===== src/rtl/int8_mac_seq.sv =====
// int8_mac_seq: command-driven INT8 dot-product sequencer feeding a shared int8_mac_unit
package int8_mac_seq_pkg;
  typedef enum logic [1:0] {MAC8_ACC = 2'd0, CLIP8 = 2'd1, ILLEGAL = 2'd3} opcode_t;
endpackage

module int8_mac_seq
  import int8_mac_seq_pkg::*;
#(
  parameter int XLEN    = 32,
  parameter int LEN_W   = 8,
  parameter int TIMEOUT = 16
) (
  input  logic             clk_i,
  input  logic             rst_i,
  input  logic             cmd_valid_i,
  output logic             cmd_ready_o,
  input  logic [LEN_W-1:0] cmd_len_i,
  input  logic [XLEN-1:0]  cmd_acc_i,
  input  logic             cmd_clip_i,
  input  logic [4:0]       cmd_rd_addr_i,
  input  logic [1:0]       cmd_hartid_i,
  input  logic [2:0]       cmd_id_i,
  input  logic             op_valid_i,
  output logic             op_ready_o,
  input  logic [7:0]       op_a_i,
  input  logic [7:0]       op_b_i,
  output logic             mac_issue_o,
  output opcode_t          mac_opcode_o,
  output logic [XLEN-1:0]  mac_rs1_o,
  output logic [XLEN-1:0]  mac_rs2_o,
  output logic [XLEN-1:0]  mac_rd_o,
  input  logic [XLEN-1:0]  mac_result_i,
  input  logic             mac_valid_i,
  output logic             rsp_valid_o,
  input  logic             rsp_ready_i,
  output logic [XLEN-1:0]  rsp_result_o,
  output logic [4:0]       rsp_rd_addr_o,
  output logic [1:0]       rsp_hartid_o,
  output logic [2:0]       rsp_id_o,
  output logic             busy_o,
  output logic             err_o
);
  localparam int TW = $clog2(TIMEOUT + 1);
  typedef enum logic [2:0] {IDLE, ISSUE, WAIT, CLIP, CLIP_WAIT, RESP} state_t;
  state_t state_q, state_d;
  logic [XLEN-1:0] acc_q, acc_d;
  logic [LEN_W-1:0] len_q, len_d, cnt_q, cnt_d;
  logic [TW-1:0] tmo_q, tmo_d;
  logic [9:0] tag_q, tag_d;
  logic clip_q, clip_d, err_q, err_d;
  logic issue_op, tmo_hit, last;
  assign issue_op = state_q == ISSUE && op_valid_i;
  assign tmo_hit = tmo_q == TW'(TIMEOUT - 1);
  assign last = cnt_q == len_q - LEN_W'(1);
  always_comb begin
    state_d = state_q;
    acc_d = acc_q;
    len_d = len_q;
    cnt_d = cnt_q;
    tmo_d = tmo_q;
    tag_d = tag_q;
    clip_d = clip_q;
    err_d = err_q;
    case (state_q)
      IDLE: if (cmd_valid_i) begin
        len_d = cmd_len_i;
        acc_d = cmd_acc_i;
        clip_d = cmd_clip_i;
        tag_d = {cmd_rd_addr_i, cmd_hartid_i, cmd_id_i};
        cnt_d = '0;
        err_d = 1'b0;
        state_d = cmd_len_i != '0 ? ISSUE : cmd_clip_i ? CLIP : RESP;
      end
      ISSUE: if (op_valid_i) begin
        tmo_d = '0;
        state_d = WAIT;
      end
      WAIT, CLIP_WAIT: if (mac_valid_i) begin
        acc_d = mac_result_i;
        cnt_d = cnt_q + LEN_W'(1);
        state_d = state_q == CLIP_WAIT ? RESP : !last ? ISSUE : clip_q ? CLIP : RESP;
      end else if (tmo_hit) begin
        err_d = 1'b1;
        state_d = RESP;
      end else begin
        tmo_d = tmo_q + TW'(1);
      end
      CLIP: begin
        tmo_d = '0;
        state_d = CLIP_WAIT;
      end
      RESP: if (rsp_ready_i) state_d = IDLE;
      default: state_d = IDLE;
    endcase
  end
  always_ff @(posedge clk_i) begin
    if (rst_i) begin
      state_q <= IDLE;
      acc_q <= '0;
      len_q <= '0;
      cnt_q <= '0;
      tmo_q <= '0;
      tag_q <= '0;
      clip_q <= 1'b0;
      err_q <= 1'b0;
    end else begin
      state_q <= state_d;
      acc_q <= acc_d;
      len_q <= len_d;
      cnt_q <= cnt_d;
      tmo_q <= tmo_d;
      tag_q <= tag_d;
      clip_q <= clip_d;
      err_q <= err_d;
    end
  end
  assign cmd_ready_o = state_q == IDLE;
  assign op_ready_o = state_q == ISSUE;
  assign mac_issue_o = issue_op || state_q == CLIP;
  assign mac_opcode_o = state_q == CLIP ? CLIP8 : issue_op ? MAC8_ACC : ILLEGAL;
  assign mac_rs1_o = issue_op ? {{(XLEN-8){op_a_i[7]}}, op_a_i} : state_q == CLIP ? acc_q : '0;
  assign mac_rs2_o = issue_op ? {{(XLEN-8){op_b_i[7]}}, op_b_i} : '0;
  assign mac_rd_o = mac_issue_o ? acc_q : '0;
  assign rsp_valid_o = state_q == RESP;
  assign rsp_result_o = rsp_valid_o ? acc_q : '0;
  assign {rsp_rd_addr_o, rsp_hartid_o, rsp_id_o} = rsp_valid_o ? tag_q : '0;
  assign busy_o = state_q != IDLE;
  assign err_o = err_q;
endmodule

===== config.mk =====
export PLATFORM = sky130hd
export DESIGN_NAME = int8_mac_seq
export DESIGN_NICKNAME = d
export VERILOG_FILES = /design/src/rtl/int8_mac_seq.sv
export SDC_FILE = /design/constraint.sdc
export NUM_CORES = 1
export LEC_CHECK = 0
export ABC_CLOCK_PERIOD_IN_PS = 3100
export BUFFER_PORTS_ARGS = -buffer_cell sky130_fd_sc_hd__buf_2
export CAP_MARGIN = 10
export CORE_ASPECT_RATIO = 1.4
export CORE_MARGIN = 10
export CORE_UTILIZATION = 40
export CTS_BUF_LIST = sky130_fd_sc_hd__clkbuf_8 sky130_fd_sc_hd__clkbuf_16
export CTS_CLUSTER_DIAMETER = 150
export DETAILED_ROUTE_END_ITERATION = 10
export GPL_ROUTABILITY_DRIVEN = 0
export GPL_TIMING_DRIVEN = 0
export PLACE_DENSITY = 0.74
export SLEW_MARGIN = 20
export SYNTH_ARGS = -nofsm -noshare
export SYNTH_HDL_FRONTEND = slang
export SYNTH_SLANG_ARGS = --single-unit

===== constraint.sdc =====
create_clock -name clk_i -period 3.1 [get_ports clk_i]
set_clock_uncertainty 0.1 [all_clocks]
set_input_delay 0 -clock clk_i [delete_from_list [all_inputs] [get_ports clk_i]]
set_output_delay 0 -clock clk_i [all_outputs]
set_load 0.1 [all_outputs]

### Word-level counts from Yosys, hierarchy flattened

Index checks and enable logic that the tools add are counted.

| word-level totals | value |
|---|---|
| register bits | 68 |
| output and inout bits | 146 |

| operators by class | value |
|---|---|
| eq/ne operators | 15 |
| reduce and logical (&&, ||, !) cells | 13 |
| muxes and demuxes | 33 |
| add/subtract/negate cells | 3 |

Operators by type and width:

| kind | count |
|---|---|
| 2-to-1 mux 32 bit | 7 |
| one-hot mux 32 bit (2 select lines) | 1 |
| 2-to-1 mux 3 bit | 10 |
| 2-to-1 mux 8 bit | 2 |
| one-hot mux 8 bit (2 select lines) | 1 |
| 2-to-1 mux 5 bit | 3 |
| one-hot mux 3 bit (5 select lines) | 1 |
| one-hot mux 5 bit (3 select lines) | 1 |
| != test 2 bit (second input constant) | 6 |
| AND reduction 4 bit | 3 |
| 2-to-1 mux 10 bit | 1 |
| adder 8 x 1 -> 8 bit (second input constant) | 1 |
| equality test 8 bit | 1 |
| nonzero test 8 bit | 1 |
| subtractor 8 x 1 -> 8 bit (second input constant) | 1 |
| equality test 3 x 2 -> 1 bit (second input constant) | 2 |
| equality test 3 bit (second input constant) | 2 |
| nonzero test 3 bit | 2 |
| adder 5 x 1 -> 5 bit (second input constant) | 1 |
| equality test 5 x 4 -> 1 bit (second input constant) | 1 |
| 2-to-1 mux 2 bit | 2 |
| equality test 3 x 1 -> 1 bit (second input constant) | 1 |
| zero test 3 bit | 1 |
| 2-to-1 mux 1 bit | 3 |
| other kinds (9) | 9 |

### Depth between registers and ports, before layout

Gate-level depths: netlist (run 1).

| depth | value |
|---|---|
| word-level depth | 6 |
| depth in mapped cells | 8 |
| gate-level depth less buffers | 8 |

### Worst setup path before layout (run 1)

Ideal clock, no wire load.

| timing | value |
|---|---|
| kind | flip-flop to output port |
| start | register state_q[2] |
| end | output port mac_rs2_o[10] |
| path slack | -0.587 ns |
| arrival | 3.587 ns |
| cell stages (with the launch flop) | 7 |
| cells stage by stage | dfxtp_1 > clkbuf_1 > nand2b_1 > nor2_1 > clkbuf_1 > and3_1 > buf_4 |

| between the ends | value |
|---|---|
| word-level cells in the longest chain between the ends | 3 |

Ends and longest elaborated chain:

| item | RTL line | RTL |
|---|---|---|
| start, declared | 45 | `state_t state_q, state_d;` |
| start signal, assigned | 107 | `state_q <= state_d;` |
| equality test 3 x 1 -> 1 bit | n/a |  |
| named net op_ready_o | 24 | `output logic op_ready_o,` |
| logical AND 1 bit | 52 | `assign issue_op = state_q == ISSUE && op_valid_i;` |
| 2-to-1 mux 32 bit | 122 | `assign mac_rs2_o = issue_op ? {{(XLEN-8){op_b_i[7]}}, op_b_i} : '0;` |
| end, declared | 30 | `output logic [XLEN-1:0] mac_rs2_o,` |

The timed path passes the listed nets, and every way through them passes these cells.

### Worst setup path after layout (run 1)

| timing | value |
|---|---|
| start | register state_q[1] |
| end | output port mac_rs1_o[25] |

| between the ends | value |
|---|---|
| word-level cells in the longest chain between the ends | 3 |
| elaborated cells on any way between the ends | 5 |

Ends and longest elaborated chain:

| item | RTL line | RTL |
|---|---|---|
| equality test 3 x 2 -> 1 bit or equality test 3 x 1 -> 1 bit (tied branches) | 121, 52 |  |
| 2-to-1 mux 32 bit or logical AND 1 bit (tied branches) | 121, 52 |  |
| 2-to-1 mux 32 bit (*) | 121 | `assign mac_rs1_o = issue_op ? {{(XLEN-8){op_a_i[7]}}, op_a_i} : state_q == CLIP ? acc_q : '0;` |
| end, declared | 29 | `output logic [XLEN-1:0] mac_rs1_o,` |

Mark *: on every way between the ends. The rest lies on a longest branch, timed or not.

==> results of run 1 <==
==> repair_timing <==
action	4_1_cts	5_1_grt
buffers inserted	0	0
resized for setup	0	6
hold endpoints to repair	56	0
setup endpoints to repair	0	23
hold buffers	82	0
==> cells in the mapped netlist, types with 6 or more instances <==
cell type and n:
a22o_1 7, inv_1 15, xnor2_1 9, mux2i_1 36, nand2_1 45, a211oi_1 34, nand3_1 7, dfxtp_1 68
and2_1 76, buf_2 6, buf_4 26, clkbuf_1 35, nor2_1 53, a21oi_1 32, a21o_1 27, and3_1 11
o21ai_0 7
==> power groups by stage <==
| stage | Clock, mW | Combinational [mW] | Sequential, mW |
|---|---|---|---|
| finish | 1.28 | 1.64 | 1.07 |
| CTS | 1.29 | 1.62 | 1.07 |
| detailed placement | 0 | 1.51 | 1.09 |
| floorplan | 0 | 1.21 | 1.06 |
| global placement | 0 | 1.50 | 1.08 |
| global route | 1.32 | 1.74 | 1.08 |
==> sequential cells by signal (all words and copies together), names as in the netlist <==
signal	cells
err_o	1
acc_q	32
tmo_q	5
state_q	3
len_q	8
clip_q	1
tag_q	10
cnt_q	8
==> layout make-up <==
type / count / area share [%]
inverters: 15 / 0.803
flip-flops and latches: 68 / 19.4
repair buffers: 331 / 29.5
multi-input cells: 409 / 37.3
well taps: 141 / 2.52
plain buffers: 68 / 5.19
clock buffers: 9 / 3.21
clock inverters: 7 / 2.09
==> cell families (layout without fill, tap and decap cells) <==
group	after synthesis	count (layout)	share of synthesized area, %
compound gates	123	123	19.3
xor+xnor	14	14	2.80
fa+ha+maj	4	4	1.14
buf+inv	83	430	9.50
flops	68	68	31.0
mux	36	36	8.21
simple gates	232	232	28.0
==> worst min path at each step <==
stage,start,endpoint,slack [ns]
after global placement,cmd_rd_addr_i[2],tag_q[7],0.14
after CTS,cmd_acc_i[23],acc_q[23],0.04
after floorplan,cmd_id_i[0],tag_q[0],0.04
final,cmd_acc_i[23],acc_q[23],0.08
after global routing,cmd_acc_i[23],acc_q[23],0.07
after detailed placement,cmd_hartid_i[0],tag_q[3],0.15
==> metal layers <==
metal	track usage (%)	up-vias	wire length [um]
li1	-	2581	-
met1	23.6	2490	6480
met2	40.7	326	9450
met3	8.92	76	2190
met4	13.0	0	919
met5	0	-	0
==> tightest hold or removal path, delay by kind of cell <==
kind / cells / cell delay, ns
AOI/OAI and AO/OA: 1 / 0.26
muxes: 1 / 0.12
buffers and inverters: 1 / 0.08
==> stage by stage <==
step / power, mW / hold WS, ns
final: 3.99 / 0.0757
after CTS: 3.98 / 0.0422
after floorplan: 2.27 / 0.0360
after detailed placement: 2.60 / 0.149
after global routing: 4.15 / 0.0710
after global placement: 2.59 / 0.145
==> results by group, run 1 <==
Status
  – Status: finished clean

Yosys
  – Primary FF master, synth: dfxtp_1
  – Post-synth top area share: 31.0%
  – Number of synthesis warnings: 0
  – Netlist cell types: 49
  – Synthesized area: 4390 um2
  – Register area share after synthesis: 31.0%
  – Number of synthesized flops with an enable pin: 0
  – Leading post-synthesis cells by cell area: dfxtp_1, and2_1, mux2i_1
  – Seq cells post-synth: 68
  – Synth area leader: dfxtp_1
  – Syn_nets: 669
  – Mapped Avg Cell Area: 7.83 um2
  – Syn Inst Count: 560
  – Asr flop ratio synth: 0%

Worst setup path
  – Arrival time worst endpoint: 2.94 ns
  – Family with the most delay on the worst path: buffers and inverters
  – Launching point of the worst reg2reg path: state_q[1]
  – Worst setup endpoint: mac_rs1_o[25]
  – Sequence of cells on the critical path: buf_2 > clkbuf_1 > inv_1 > nor2_1 > clkbuf_1 > a21o_1 > buf_2
  – Crit-path slowest cell: clkbuf_1
  – Worst reg2reg path depth: 8
  – Critical setup path kind: reg -> out
  – Worst r2r dst: acc_q[24]
  – Register-to-register setup slack: 0.36 ns
  – Crit Path Max Fanout: 10
  – Critical Path RT: 3.00 ns
  – Element type at the critical path end: output pin
  – Worst stage delay on the critical path: 0.47 ns
  – Critical path launch point type: flip-flop
  – Worst Setup SP: state_q[1]
  – Worst path buffer plus inverter count: 5
  – Crit path depth: 7

Finish
  – Cell Count, Final, Fillers Out: 1,048
  – Fill count: 914
  – Commonest non-fill, non-tap cell in the layout: buf_2
  – Most frequent cells in the layout: buf_2, dlygate4sd3_1, and2_1
  – Fin util: 64.9%
  – Antenna Cells: 0
  – Multi-input combinational cell area: 2620 um2
  – Layout cells sized above 1: 34.2%
  – Post-Layout Inst Area: 7010 um2
  – Layout Nets: 1,011
  – Register Area: 1360 um2
  – Area delta synth->final: 59.8%

Global route
  – Initial antenna violation count: 0
  – First-pass GRT wire length: 29,300 um
  – GRT Util Overall: 23.5%
  – Via count of the first global-routing pass: 5,726
  – Overflow after GRT: 0
  – Largest net degree at the start of global routing: 26

Min path
  – Hold depth: 3
  – Min-delay worst type: in -> reg

Die
  – Die area: 15,600 um2
  – Cell Rows: 45
  – Die boundary width: 109 um
  – Initial Utilization: 40.6%
  – Die height: 144 um
  – Area of the core: 10,800 um2
  – Io pins: 251

STA
  – Final worst slack: 0.0596 ns
  – Setup_tns: 0 ns
  – Hold Fails Final Rpt: 0
  – Slew HR: 49.4%
  – Fin crit share: 98.1%
  – Final Setup Violations: 0
  – Final count of pins violating max slew: 0
  – Worst slew pin tran: 0.748 ns
  – Fmax: 0.329 GHz
  – Crit path time final: 3.04 ns
  – RSZ-0062 raised after global routing: true

Pwr
  – Clk pwr share: 31.9%
  – Cell-internal power: 2.31 mW
  – Pwr/cell area: 570 nW/um2
  – LEAKAGE: 3.63 nW
  – VDD IR max: 0.311 mV
  – Comb pwr share: 41.2%
  – Sequential share of power: 26.9%
  – NetSw: 1.69 mW
  – Switching share of power: 42.3%

Route
  – Via-to-Cell Ratio: 5.22
  – Routed Antenna Nets: 0
  – TritonRoute pass-1 iters: 5
  – Via count: 5,473
  – Routed WL per cell: 18.2 um
  – DR iter-0 viols: 271
  – WL final: 19,000 um
  – DRC: 0

Place
  – IO Port Bufs: 249
  – Cell Area, Placed: 5810 um2
  – HPWL after DPL: 13,500 um
  – Placed Cells: 950
  – Pre-CTS setup slack: 0.414 ns

Clock tree
  – Clock Path Buffers: 2
  – Root Driver: clkbuf_16
  – Worst skew pair latency: 0.34 ns
  – CTS tree: done
  – CTS clock-pin slew for the worst setup and hold paths: 0.06 ns
  – Htree depth: 3
  – Clk sinks: 68
  – CTS buffer count: 9

Job
  – Max-cap check violation count: 0
(Power assumes the default switching activity.)
==> run 2: changes to the inputs <==
--- a/config.mk
+++ b/config.mk
@@ -5,7 +5,7 @@
 export SDC_FILE = /design/constraint.sdc
 export NUM_CORES = 1
 export LEC_CHECK = 0
-export ABC_CLOCK_PERIOD_IN_PS = 3100
+export ABC_CLOCK_PERIOD_IN_PS = 2900
 export BUFFER_PORTS_ARGS = -buffer_cell sky130_fd_sc_hd__buf_2
 export CAP_MARGIN = 10
 export CORE_ASPECT_RATIO = 1.4
==> constraint.sdc (replaced) <==
create_clock -name clk_i -period 2.9 [get_ports clk_i]
set_clock_uncertainty 0.1 [all_clocks]
set_input_delay 0 -clock clk_i [delete_from_list [all_inputs] [get_ports clk_i]]
set_output_delay 0 -clock clk_i [all_outputs]
set_load 0.1 [all_outputs]
==> results by group, run 2 (synthesis results as in run 1) <==
Status
  – Status: finished clean

Route
  – TritonRoute pass-1 iters: 4 (-1)
  – WL final: 19,100 um (+0.25%)
  – DRC: 0 (unchanged)
  – DR iter-0 viols: 215 (-21%)
  – Via count: 5,420 (-0.97%)
  – Routed Antenna Nets: 0 (unchanged)
  – Via-to-Cell Ratio: 5.17 (-1.1%)
  – Routed WL per cell: 18.2 um (+0.15%)

Pwr
  – Switching share of power: 46.1% (+3.8 points)
  – LEAKAGE: 3.60 nW (-0.76%)
  – Comb pwr share: 44.9% (+3.7 points)
  – Cell-internal power: 2.13 mW (-7.5%)
  – Pwr/cell area: 566 nW/um2 (-0.60%)
  – VDD IR max: 0.344 mV (+11%)
  – Sequential share of power: 28.9% (+2.0 points)
  – NetSw: 1.83 mW (+8.1%)
  – Clk pwr share: 26.2% (-5.7 points)

Place
  – HPWL after DPL: 13,700 um (+1.7%)
  – IO Port Bufs: 249 (unchanged)
  – Pre-CTS setup slack: 0.183 ns (-0.232 ns)
  – Cell Area, Placed: 5810 um2 (about the same)

Worst setup path
  – Launching point of the worst reg2reg path: state_q[1]
  – Register-to-register setup slack: 0.16 ns (-0.20 ns)
  – Critical Path RT: 2.80 ns (-0.20 ns)
  – Worst Setup SP: state_q[1]
  – Element type at the critical path end: output pin
  – Crit Path Max Fanout: 10 (unchanged)
  – Worst reg2reg path depth: 8 (unchanged)
  – Critical setup path kind: reg -> out
  – Worst r2r dst: acc_q[22]
  – Critical path launch point type: flip-flop
  – Arrival time worst endpoint: 2.72 ns (-0.22 ns)
  – Worst setup endpoint: mac_rs1_o[17]

STA
  – Final Setup Violations: 0 (unchanged)
  – Crit path time final: 2.82 ns
  – Hold Fails Final Rpt: 0 (unchanged)
  – Worst slew pin tran: 0.645 ns (-0.104 ns)
  – RSZ-0062 raised after global routing: true
  – Slew HR: 56.4% (+7.0 points)
  – Final worst slack: 0.0806 ns (+0.0210 ns)
  – Setup_tns: 0 ns (unchanged)
  – Final count of pins violating max slew: 0 (unchanged)
  – Fmax: 0.355 GHz
  – Hold_ws: 0.0460 ns (-0.0297 ns)
  – Fin crit share: 97.2%

Global route
  – Via count of the first global-routing pass: 5,513 (-3.7%)
  – Initial antenna violation count: 0 (unchanged)
  – GRT Util Overall: 23.3% (-0.25 points)
  – First-pass GRT wire length: 28,700 um (-2.2%)
  – Largest net degree at the start of global routing: 26 (unchanged)
  – Overflow after GRT: 0 (unchanged)

Min path
  – Min-delay worst type: in -> reg

Finish
  – Most frequent cells in the layout: buf_2, dlygate4sd3_1, and2_1
  – Commonest non-fill, non-tap cell in the layout: buf_2
  – Fin util: 64.6% (-0.22 points)
  – Antenna Cells: 0 (unchanged)
  – Largest regs: acc_q x32, tag_q x10
  – Area delta synth->final: 59.3%
  – Fill count: 909 (-0.55%)
  – Largest register by flop count: acc_q
  – Layout cells sized above 1: 35.1% (+0.95 points)
  – Layout Nets: 1,012 (+0.099%)
  – Largest register FFs: 32 (unchanged)
  – Post-Layout Inst Area: 6990 um2 (-0.34%)

Die
  – Area of the core: 10,800 um2 (unchanged)
  – Die height: 144 um (unchanged)
  – Io pins: 251 (unchanged)
  – Die boundary width: 109 um (unchanged)
  – Cell Rows: 45 (unchanged)
  – Die area: 15,600 um2 (unchanged)
  – Initial Utilization: 40.6% (unchanged)

Clock tree
  – Clock Path Buffers: 2 (unchanged)
  – CTS clock-pin slew for the worst setup and hold paths: 0.06 ns (about the same)
  – CTS tree: done
  – Htree depth: 3 (unchanged)
  – Worst skew pair latency: 0.33 ns (about the same)
  – Clk sinks: 68 (unchanged)
  – CTS buffer count: 9 (unchanged)
  – Root Driver: clkbuf_16
  – Setup Buffers After CTS: 0 (unchanged)

Job
  – Max-cap check violation count: 0 (unchanged)
run 2: layout make-up:
| cell class | instances | area (um2) | share of cell area, % |
|---|---|---|---|
| multi-input cells | 409 | 2620 | 37.5 |
| repair buffers | 333 | 2110 | 30.3 |
| flip-flops and latches | 68 | 1360 | 19.5 |
| plain buffers | 67 | 374 | 5.35 |
| clock buffers | 9 | 225 | 3.22 |
| well taps | 141 | 176 | 2.52 |
| clock inverters | 7 | 57.6 | 0.824 |
| inverters | 15 | 56.3 | 0.806 |
run 2: critical path: stages, from the launching register on:
cell,delay (ns)
dfxtp_1,0.30
buf_2,0.17
clkbuf_1,0.34
inv_1,0.15
nor2_2,0.32
clkbuf_1,0.46
a21o_1,0.19
buf_2,0.43
run 2: power groups by stage:
stage | sequential [mW] | combinational [mW] | clock, mW
4_1_cts | 1.14 | 1.74 | 1.05
3_5_place_dp | 1.16 | 1.62 | 0
6_report | 1.14 | 1.78 | 1.04
2_1_floorplan | 1.14 | 1.29 | 0
5_1_grt | 1.16 | 1.88 | 1.10
3_3_place_gp | 1.16 | 1.61 | 0
run 2: what timing repair did:
item | CTS | global route
hold buffers | 84 | 0
gates resized for setup | 8 | 21
hold endpoints to repair | 58 | 0
endpoints found under the setup margin | 41 | 91
run 2: metal layers:
layer  share of wire [%]  global-route usage (%)
met2                  51                    41.5
met1                  36                    23.6
met4                 3.2                    9.74
met3                  10                    8.65
met5                   0                       0
run 2: stage by stage:
| stage | total power [mW] | std cells |
|---|---|---|
| 4_1_cts | 3.93 | 1050 |
| 6_report | 3.96 | 1049 |
| 2_1_floorplan | 2.43 | 560 |
| 5_1_grt | 4.13 | 1049 |
| 3_5_place_dp | 2.78 | 950 |
| 3_3_place_gp | 2.77 | 950 |
run 2: worst min path at each step:
stage | startpoint | end | slack, ns | depth (start not counted)
final | mac_valid_i | state_q[1] | 0.05 | 4
after detailed placement | cmd_hartid_i[0] | tag_q[3] | 0.15 | 3
after global placement | cmd_id_i[1] | tag_q[1] | 0.14 | 3
after global routing | mac_valid_i | state_q[1] | 0.11 | 4
after floorplan | cmd_id_i[0] | tag_q[0] | 0.04 | 2
after CTS | mac_valid_i | state_q[1] | 0.02 | 4
